## config.mk

```make
export PLATFORM = sky130hd
export DESIGN_NAME = fetch_unit
export DESIGN_NICKNAME = d
export VERILOG_FILES = /design/src/rtl/fetch_unit_pkg.sv /design/src/rtl/fetch_queue.sv /design/src/rtl/fetch_unit.sv
export SDC_FILE = /design/constraint.sdc
export NUM_CORES = 1
export LEC_CHECK = 0
export ABC_AREA = 1
export CAP_MARGIN = 0
export CORE_MARGIN = 3
export CORE_UTILIZATION = 60
export DETAILED_ROUTE_END_ITERATION = 16
export PLACE_DENSITY = 0.94
export SLEW_MARGIN = 10
export SYNTH_ARGS = -nofsm -noshare
export SYNTH_HDL_FRONTEND = slang
export SYNTH_SLANG_ARGS = --single-unit
```

## constraint.sdc

```tcl
create_clock -name clock -period 10.9 [get_ports clock]
set_clock_uncertainty 0.15 [all_clocks]
set_input_delay 2.18 -clock clock [delete_from_list [all_inputs] [get_ports clock]]
set_output_delay 2.18 -clock clock [all_outputs]
set_load 0.01 [all_outputs]
```

## src/rtl/fetch_unit_pkg.sv

```systemverilog
// Shared constants, queue entry layout and PC helper for the instruction-fetch front end.
package fetch_unit_pkg;

  localparam int INSTR_W = 32;
  localparam int PC_W    = 32;

  localparam logic [PC_W-1:0]    PC_INC    = 32'd4;
  localparam logic [INSTR_W-1:0] NOP_INSTR = 32'h0000_0000;

  typedef struct packed {
    logic [PC_W-1:0]    pc_plus_four;
    logic [INSTR_W-1:0] instr;
  } fetch_entry_t;

  function automatic logic [PC_W-1:0] pc_next(input logic [PC_W-1:0] pc);
    return pc + PC_INC;
  endfunction

endpackage

```

## src/rtl/fetch_queue.sv

```systemverilog
// Circular FIFO of fetched {pc+4, instruction} pairs; head is read combinationally.
// Flush wins over push/pop; the caller guarantees no push when full and no pop when empty.
module fetch_queue
  import fetch_unit_pkg::*;
#(
  parameter int DEPTH = 4
) (
  input  logic                     clk_i,
  input  logic                     rst_ni,
  input  logic                     flush_i,
  input  logic                     push_i,
  input  fetch_entry_t             wdata_i,
  input  logic                     pop_i,
  output fetch_entry_t             rdata_o,
  output logic [$clog2(DEPTH):0]   count_o,
  output logic                     empty_o
);

  localparam int PTR_W = $clog2(DEPTH);
  localparam int CNT_W = PTR_W + 1;

  fetch_entry_t     mem_q [DEPTH];
  logic [PTR_W-1:0] head_q, head_d;
  logic [PTR_W-1:0] tail_q, tail_d;
  logic [CNT_W-1:0] count_q, count_d;

  always_comb begin
    head_d  = head_q;
    tail_d  = tail_q;
    count_d = count_q;
    if (flush_i) begin
      head_d  = '0;
      tail_d  = '0;
      count_d = '0;
    end else begin
      if (push_i) tail_d = tail_q + 1'b1;
      if (pop_i)  head_d = head_q + 1'b1;
      case ({push_i, pop_i})
        2'b10:   count_d = count_q + 1'b1;
        2'b01:   count_d = count_q - 1'b1;
        default: count_d = count_q;
      endcase
    end
  end

  always_ff @(posedge clk_i or negedge rst_ni) begin
    if (!rst_ni) begin
      head_q  <= '0;
      tail_q  <= '0;
      count_q <= '0;
    end else begin
      head_q  <= head_d;
      tail_q  <= tail_d;
      count_q <= count_d;
    end
  end

  // Storage needs no reset: the read side is qualified by count.
  always_ff @(posedge clk_i) begin
    if (push_i && !flush_i) mem_q[tail_q] <= wdata_i;
  end

  assign rdata_o = mem_q[head_q];
  assign count_o = count_q;
  assign empty_o = (count_q == '0);

endmodule

```

## src/rtl/fetch_unit.sv

```systemverilog
// Decoupled IF front end: PC, single-outstanding imem request tracking, stale-response drop, output queue.
// Define FETCH_UNIT_BYPASS_EN to forward a response straight to the consumer when the queue is empty.
module fetch_unit
  import fetch_unit_pkg::*;
#(
  parameter int              DEPTH    = 4,
  parameter logic [PC_W-1:0] RESET_PC = 32'h0000_0000
) (
  input  logic                   clock,
  input  logic                   reset,
  output logic                   imem_req,
  output logic [PC_W-1:0]        imem_addr,
  input  logic                   imem_rvalid,
  input  logic [INSTR_W-1:0]     imem_rdata,
  input  logic                   redirect,
  input  logic [PC_W-1:0]        redirect_pc,
  output logic                   out_valid,
  input  logic                   out_ready,
  output logic [INSTR_W-1:0]     out_instruction,
  output logic [PC_W-1:0]        out_pc_plus_four,
  output logic [$clog2(DEPTH):0] occupancy
);

  localparam int CNT_W = $clog2(DEPTH) + 1;

  logic [PC_W-1:0]  fetch_pc_q, fetch_pc_d;
  logic [PC_W-1:0]  addr_q, addr_d;
  logic             outstanding_q, outstanding_d;
  logic             drop_q, drop_d;

  logic             push, pop, issue, bypass;
  logic             q_push, q_pop, q_empty, space_ok;
  logic [CNT_W-1:0] count;
  logic [CNT_W:0]   occ_after_push, occ_limit;
  fetch_entry_t     head_entry, resp_entry, out_entry;

  assign resp_entry = '{pc_plus_four: pc_next(addr_q), instr: imem_rdata};

  // The reset term keeps the combinational outputs quiet while reset is held.
  assign push = reset && imem_rvalid && !drop_q && !redirect;

`ifdef FETCH_UNIT_BYPASS_EN
  assign bypass = q_empty && push && out_ready;
`else
  assign bypass = 1'b0;
`endif

  assign out_valid = !q_empty || bypass;
  assign pop       = out_valid && out_ready && !redirect;
  assign q_push    = push && !bypass;
  assign q_pop     = pop && !bypass;

  // Issue only if the response is guaranteed a slot: count + push - pop < DEPTH.
  assign occ_after_push = {1'b0, count} + {{CNT_W{1'b0}}, push};
  assign occ_limit      = (CNT_W+1)'(DEPTH) + {{CNT_W{1'b0}}, pop};
  assign space_ok       = occ_after_push < occ_limit;

  assign issue     = reset && !redirect && (!outstanding_q || imem_rvalid) && space_ok;
  assign imem_req  = issue;
  assign imem_addr = issue ? fetch_pc_q : '0;

  always_comb begin
    fetch_pc_d    = fetch_pc_q;
    addr_d        = addr_q;
    outstanding_d = outstanding_q;
    drop_d        = drop_q;
    if (redirect) begin
      fetch_pc_d    = redirect_pc;
      outstanding_d = outstanding_q && !imem_rvalid;
      drop_d        = outstanding_q && !imem_rvalid;
    end else begin
      if (imem_rvalid && drop_q) drop_d = 1'b0;
      if (issue) begin
        addr_d        = fetch_pc_q;
        fetch_pc_d    = pc_next(fetch_pc_q);
        outstanding_d = 1'b1;
      end else if (imem_rvalid) begin
        outstanding_d = 1'b0;
      end
    end
  end

  always_ff @(posedge clock or negedge reset) begin
    if (!reset) begin
      fetch_pc_q    <= RESET_PC;
      addr_q        <= '0;
      outstanding_q <= 1'b0;
      drop_q        <= 1'b0;
    end else begin
      fetch_pc_q    <= fetch_pc_d;
      addr_q        <= addr_d;
      outstanding_q <= outstanding_d;
      drop_q        <= drop_d;
    end
  end

  fetch_queue #(.DEPTH(DEPTH)) u_queue (
    .clk_i   (clock),
    .rst_ni  (reset),
    .flush_i (redirect),
    .push_i  (q_push),
    .wdata_i (resp_entry),
    .pop_i   (q_pop),
    .rdata_o (head_entry),
    .count_o (count),
    .empty_o (q_empty)
  );

  assign out_entry        = bypass ? resp_entry : head_entry;
  assign out_instruction  = out_valid ? out_entry.instr : NOP_INSTR;
  assign out_pc_plus_four = out_valid ? out_entry.pc_plus_four : '0;
  assign occupancy        = count;

endmodule
```

# Word-level counts from Yosys, hierarchy flattened
# Memories as Yosys holds them, arrays and structs flattened.
# Index checks and enable logic that the tools add are counted.
word_totals:
  mem_count: 1
  latchBits: 0
  romBits: 0
  reg_bits: 73
  mem_bits_rw: 256
op_classes:
  n_reduce_logical: 25
  n_addsub: 8
  shift: 0
  n_bitwise: 1
  eq_ne: 2
  muxes: 18
  n_mul: 0
  n_div: 0
  magnitude_cmp: 1
memory_table:
  columns: ["name", "depth", "word_bits", "rd", "rd_ports_with_merged_regs", "write_ports", "line_no", "text"]
  rows:
  - ["u_queue.mem_q", 4, 64, 1, 0, 1, "fetch_queue.sv:22", "fetch_entry_t mem_q [DEPTH];"]
ops:
  columns: ["op", "count"]
  rows:
  - ["$mux 32", 5]
  - ["$add 32x3->32 const B", 2]
  - ["$logic_and 1x1->1", 11]
  - ["$mux 2", 4]
  - ["$reduce_bool 2->1", 4]
  - ["$mux 1", 7]
  - ["$pmux 3 s2", 1]
  - ["$reduce_bool 3->1", 2]
  - ["$logic_not 1->1", 5]
  - ["$add 2x1->2 const B", 2]
  - ["$add 3x1->4", 1]
  - ["$add 3x1->4 const A", 1]
  - ["$lt 4x4->1", 1]
  - ["$add 3x1->3 const B", 1]
  - ["$logic_not 3->1", 1]
  - ["$mux 3", 1]
  - ["$sub 3x1->3 const B", 1]
  - ["$eq 2x1->1 const B", 1]
  - ["$eq 2x2->1 const B", 1]
  - ["$reduce_and 2->1", 1]
  - ["$logic_or 1x1->1", 1]
  - ["$not 1->1", 1]

# Longest topological paths before layout
depth:
  word_depth: 9
  ltp_mapped: 13

# Cells and area by module
# A second synthesis with hierarchy kept.
unflattened:
  cells_unflattened: 1507
  hier_area_um2: 15139.5
by_module_without_submodules:
  columns: ["mod", "area_each_um2", "seq_area_each_um2", "n_inst", "cells_per_inst"]
  rows:
  - ["fetch_queue", 9938.3, 7862.5, 1, 679]
  - ["fetch_unit", 5201.2, 1651.6, 1, 828]

# Worst setup path before layout
# OpenSTA, ideal clock, no wires.
synth_timing:
  path_type: "in2out"
  from: "input imem_rvalid"
  to: "output imem_addr[22]"
  arrival_ps: 3697
  cell_stages: 11
  path_slack_ps: 4873
  n_path_buf: 2
  t_required_ps: 8570
  path_cell_list: "nand3_1 > nor2_1 > ha_1 > ha_1 > nor2_1 > nand4_2 > nand2_2 > nand2_4 > buf_8 > buf_4 > nor2_1"
synth_between:
  elab_chain_len: 7
  elab_cells_between_ends: 9
synth_rtl:
  columns: ["element", "line_no", "text"]
  rows:
  - ["from (decl)", "fetch_unit.sv:13", "input logic imem_rvalid,"]
  - ["$logic_and 1x1->1 (3 in a row)", "fetch_unit.sv:40", "assign push = reset && imem_rvalid && !drop_q && !redirect;"]
  - ["$add 3x1->4", "fetch_unit.sv:54", "assign occ_after_push = {1'b0, count} + {{CNT_W{1'b0}}, push};"]
  - ["$lt 4x4->1", "fetch_unit.sv:56", "assign space_ok = occ_after_push < occ_limit;"]
  - ["$logic_and 1x1->1 (*)", "fetch_unit.sv:58", "assign issue = reset && !redirect && (!outstanding_q || imem_rvalid) && space_ok;"]
  - ["$mux 32 (*)", "fetch_unit.sv:60", "assign imem_addr = issue ? fetch_pc_q : '0;"]
  - ["to (decl)", "fetch_unit.sv:12", "output logic [PC_W-1:0] imem_addr,"]
# Every way passes the cells marked *; elsewhere a longest branch is shown, timed or not.

# Final worst setup path
layout_timing:
  from: "input reset"
  to: "output imem_addr[0]"
layout_between:
  elab_chain_len: 7
  elab_cells_between_ends: 9
layout_rtl:
  columns: ["element", "line_no", "text"]
  rows:
  - ["from (decl)", "fetch_unit.sv:10", "input logic reset,"]
  - ["$logic_and 1x1->1 (3 in a row)", "fetch_unit.sv:40", null]
  - ["$add 3x1->4", "fetch_unit.sv:54", null]
  - ["$lt 4x4->1", "fetch_unit.sv:56", null]
  - ["$logic_and 1x1->1 (*)", "fetch_unit.sv:58", null]
  - ["$mux 32 (*)", "fetch_unit.sv:60", null]
# Marks and branches as above.

==> results.py <==
metrics = {
    "worst_setup_path": {
        "r2r_start": "drop_q$_DFFE_PN0P_",
        "endpoint_kind": "output port",
        "worst-path-buf-inv": 4,
        "cp_slowest_cell": "buf_4",
        "slowest_delay_ps": 680,
        "crit_fanout": 75,
        "crit_family": "buffers and inverters",
        "cp.arrival_ps": 5780,
        "r2r_slack_ps": 7710,
        "reg2reg_depth": 12,
        "cp-start-kind": "primary input",
        "path_cells": "buf_2, buf_4, nand3_1, nor2_1, ha_1, ha_1, xor2_2, nand2_2, nand2_4, buf_4, nor2_1, clkdlybuf4s50_1",
        "worstPathRequired_ps": 8570,
        "path_class": "primary input to output port",
        "worstReg2RegEnd": "fetch_pc_q[6]$_DFFE_PN0P_",
    },
    "yosys": {
        "synth_area_leaders": "edfxtp_1 (52%), dfrtp_1 (12%), nor2_1 (9.1%)",
        "yosys_warnings": 0,
        "syn-cell-area_sq_um": 14800,
        "syn_avg_cell_area_sq_um": 9.89,
        "synth_edf_count": 256,
        "yosys.area.top_type": "edfxtp_1",
        "synthDistinctLibCells": 34,
        "syn-num-nets": 1577,
        "synth_top_area_frac": 0.518,
        "yosysSeqAreaShare": 0.642,
        "ys.flop_type": "edfxtp_1",
        "syn_inst": 1499,
        "ys_seq_elements": 329,
        "async_flop_share": 0.222,
    },
    "timing": {
        "rsz0062_at_grt": "no",
        "drv_slew": 0,
        "fin_ws_ps": 2790,
        "fmax_mhz": 123,
        "tns_ps": 0,
        "maxSlewHeadroom": 0.313,
        "setup_viol": 0,
        "worstMarginPinSlew_ps": 1030,
        "hold_viol": 0,
        "finalCriticalPeriod_ps": 8110,
        "finalCritPeriodShare": 0.744,
    },
    "layout": {
        "num-nets-final": 1720,
        "n_fill_cell": 1540,
        "final_common_cell": "nor2_1",
        "multiInputGateArea_sq_um": 4680,
        "syn_to_final_growth_pct": 19.4,
        "seq_area_sq_um": 9520,
        "layout_common_cells": "nor2_1 (357), edfxtp_1 (256), nand2_1 (248)",
        "drive_gt1_frac": 0.0576,
        "final_util": 0.741,
        "diodes": 0,
        "fin_cells": 1986,
    },
    "clock_network": {
        "post_cts_resized": 0,
        "cts_setup_buffers": 0,
        "cts_hold_buf": 0,
        "clk_latency_ps": 550,
        "clkTransAtPathRegs_ps": 60,
        "clkSinkCount": 329,
        "clock_path_buffers": 3,
        "h-tree-depth": 1,
        "cts_tree": "built",
        "cts_root_buffer": "clkbuf_16",
        "numCtsBuffers": 31,
    },
    "routing": {
        "first_iter_violations": 1187,
        "wl_per_cell_um": 17.5,
        "final_antenna_net_count": 0,
        "drt-total-wl_um": 34800,
        "drcViolationCount": 0,
        "dr.pass1.iters": 6,
        "vias": 11291,
        "vias_per_cell": 5.69,
    },
    "placement": {
        "gp_congestion": 0.898,
        "dp_cells": 1928,
        "detailed_place_hpwl_um": 21400,
        "place_ws_ps": 2720,
        "numPortBuffers": 169,
    },
    "power_and_ir_drop": {
        "power_density_nw_per_um2": 223,
        "ir_drop_v": 0.000166,
        "leakage_uw": 0.00668,
    },
    "hold_path": {
        "min_path_type": "flop to flop",
        "hold_depth": 2,
        "whs_endpoint": "outstanding_q$_DFFE_PN0P_",
        "min_from": "outstanding_q$_DFFE_PN0P_",
    },
    "die": {
        "die_x_um": 163,
        "start_util": 0.621,
        "rows": 56,
        "ios": 170,
        "fp.coreArea_sq_um": 23900,
        "die-area_sq_um": 26600,
        "die_h_um": 163,
    },
    "flow_run": {
        "cap_violations": 0,
    },
    "grt": {
        "grt_max_degree": 117,
        "antenna_found_initial": 0,
        "grt_pass1_vias": 11080,
        "track_usage": 0.259,
        "gr-total-overflow": 0,
        "grt_pass1_wl_um": 55300,
    },
    "outcome": {
        "status": "completed",
    },
}
metal layers:
layer	vias to the layer above	wire length [um]	part of all wire	global-route usage
li1	5327	-	-	-
met1	5348	14100	0.41	0.354
met2	547	16800	0.48	0.430
met3	69	3000	0.086	0.0391
met4	0	856	0.025	0.0865
met5	-	0	0	0
worst max path at each step:
| stage | end | from | slack (ps) | depth (start not counted) |
|---|---|---|---|---|
| floorplan | imem_addr[22] | imem_rvalid | 4870 | 11 |
| global placement | imem_addr[1] | reset | 2820 | 12 |
| detailed placement | imem_addr[0] | reset | 2720 | 12 |
| CTS | imem_addr[0] | reset | 2690 | 12 |
| global route | imem_addr[3] | reset | 2350 | 12 |
| finish | imem_addr[0] | reset | 2790 | 12 |
cell usage after synthesis (all sizes together) (11+ instances only):
| cell | instances |
|---|---|
| inv | 80 |
| o21ai | 182 |
| nand2 | 251 |
| buf | 44 |
| dfrtp | 73 |
| xnor2 | 11 |
| xor2 | 25 |
| a21oi | 68 |
| edfxtp | 256 |
| nor2 | 364 |
| nand3 | 87 |
| clkbuf | 28 |
where the power goes:
part           internal [uW]  total [uW]  switching, uW
logic                    508        1230            727
registers               1540        1680            141
clock network            603        1040            440
worst min-delay path: cells and delay by family (launching register included):
family / cells / cell delay, ps
AND/OR/NAND/NOR: 2 / 160
flip-flops: 1 / 330
through the flow:
stage	power, uW	area [sq um]	hold WS [ps]
after floorplan	2350	14800	308
after global placement	2870	16700	339
after detailed placement	2920	16700	368
after CTS	3960	17700	379
after global routing	4160	17700	398
final	3960	17700	374
registers in the layout, indices dropped and copies added, names as in the netlist:
name and count:
addr_q 32, drop_q 1, fetch_pc_q 32, outstanding_q 1
u_queue.count_o 3, u_queue.head_q 2, u_queue.mem_q 256, u_queue.tail_q 2
logic make-up after synthesis:
logic type | count (synthesis) | share of synthesized area
flops | 329 | 0.642
xor+xnor | 36 | 0.0218
fa+ha+maj | 9 | 0.00810
compound gates | 250 | 0.0854
simple gates | 723 | 0.199
buf+inv | 152 | 0.0446
layout make-up:
type / count / area share
flip-flops and latches: 329 / 0.538
multi-input cells: 1018 / 0.265
repair buffers: 182 / 0.101
clock buffers: 49 / 0.0539
well taps: 319 / 0.0226
inverters: 80 / 0.0170
clock inverters: 9 / 0.00332
No activity file was read; power rests on OpenSTA's default activity.
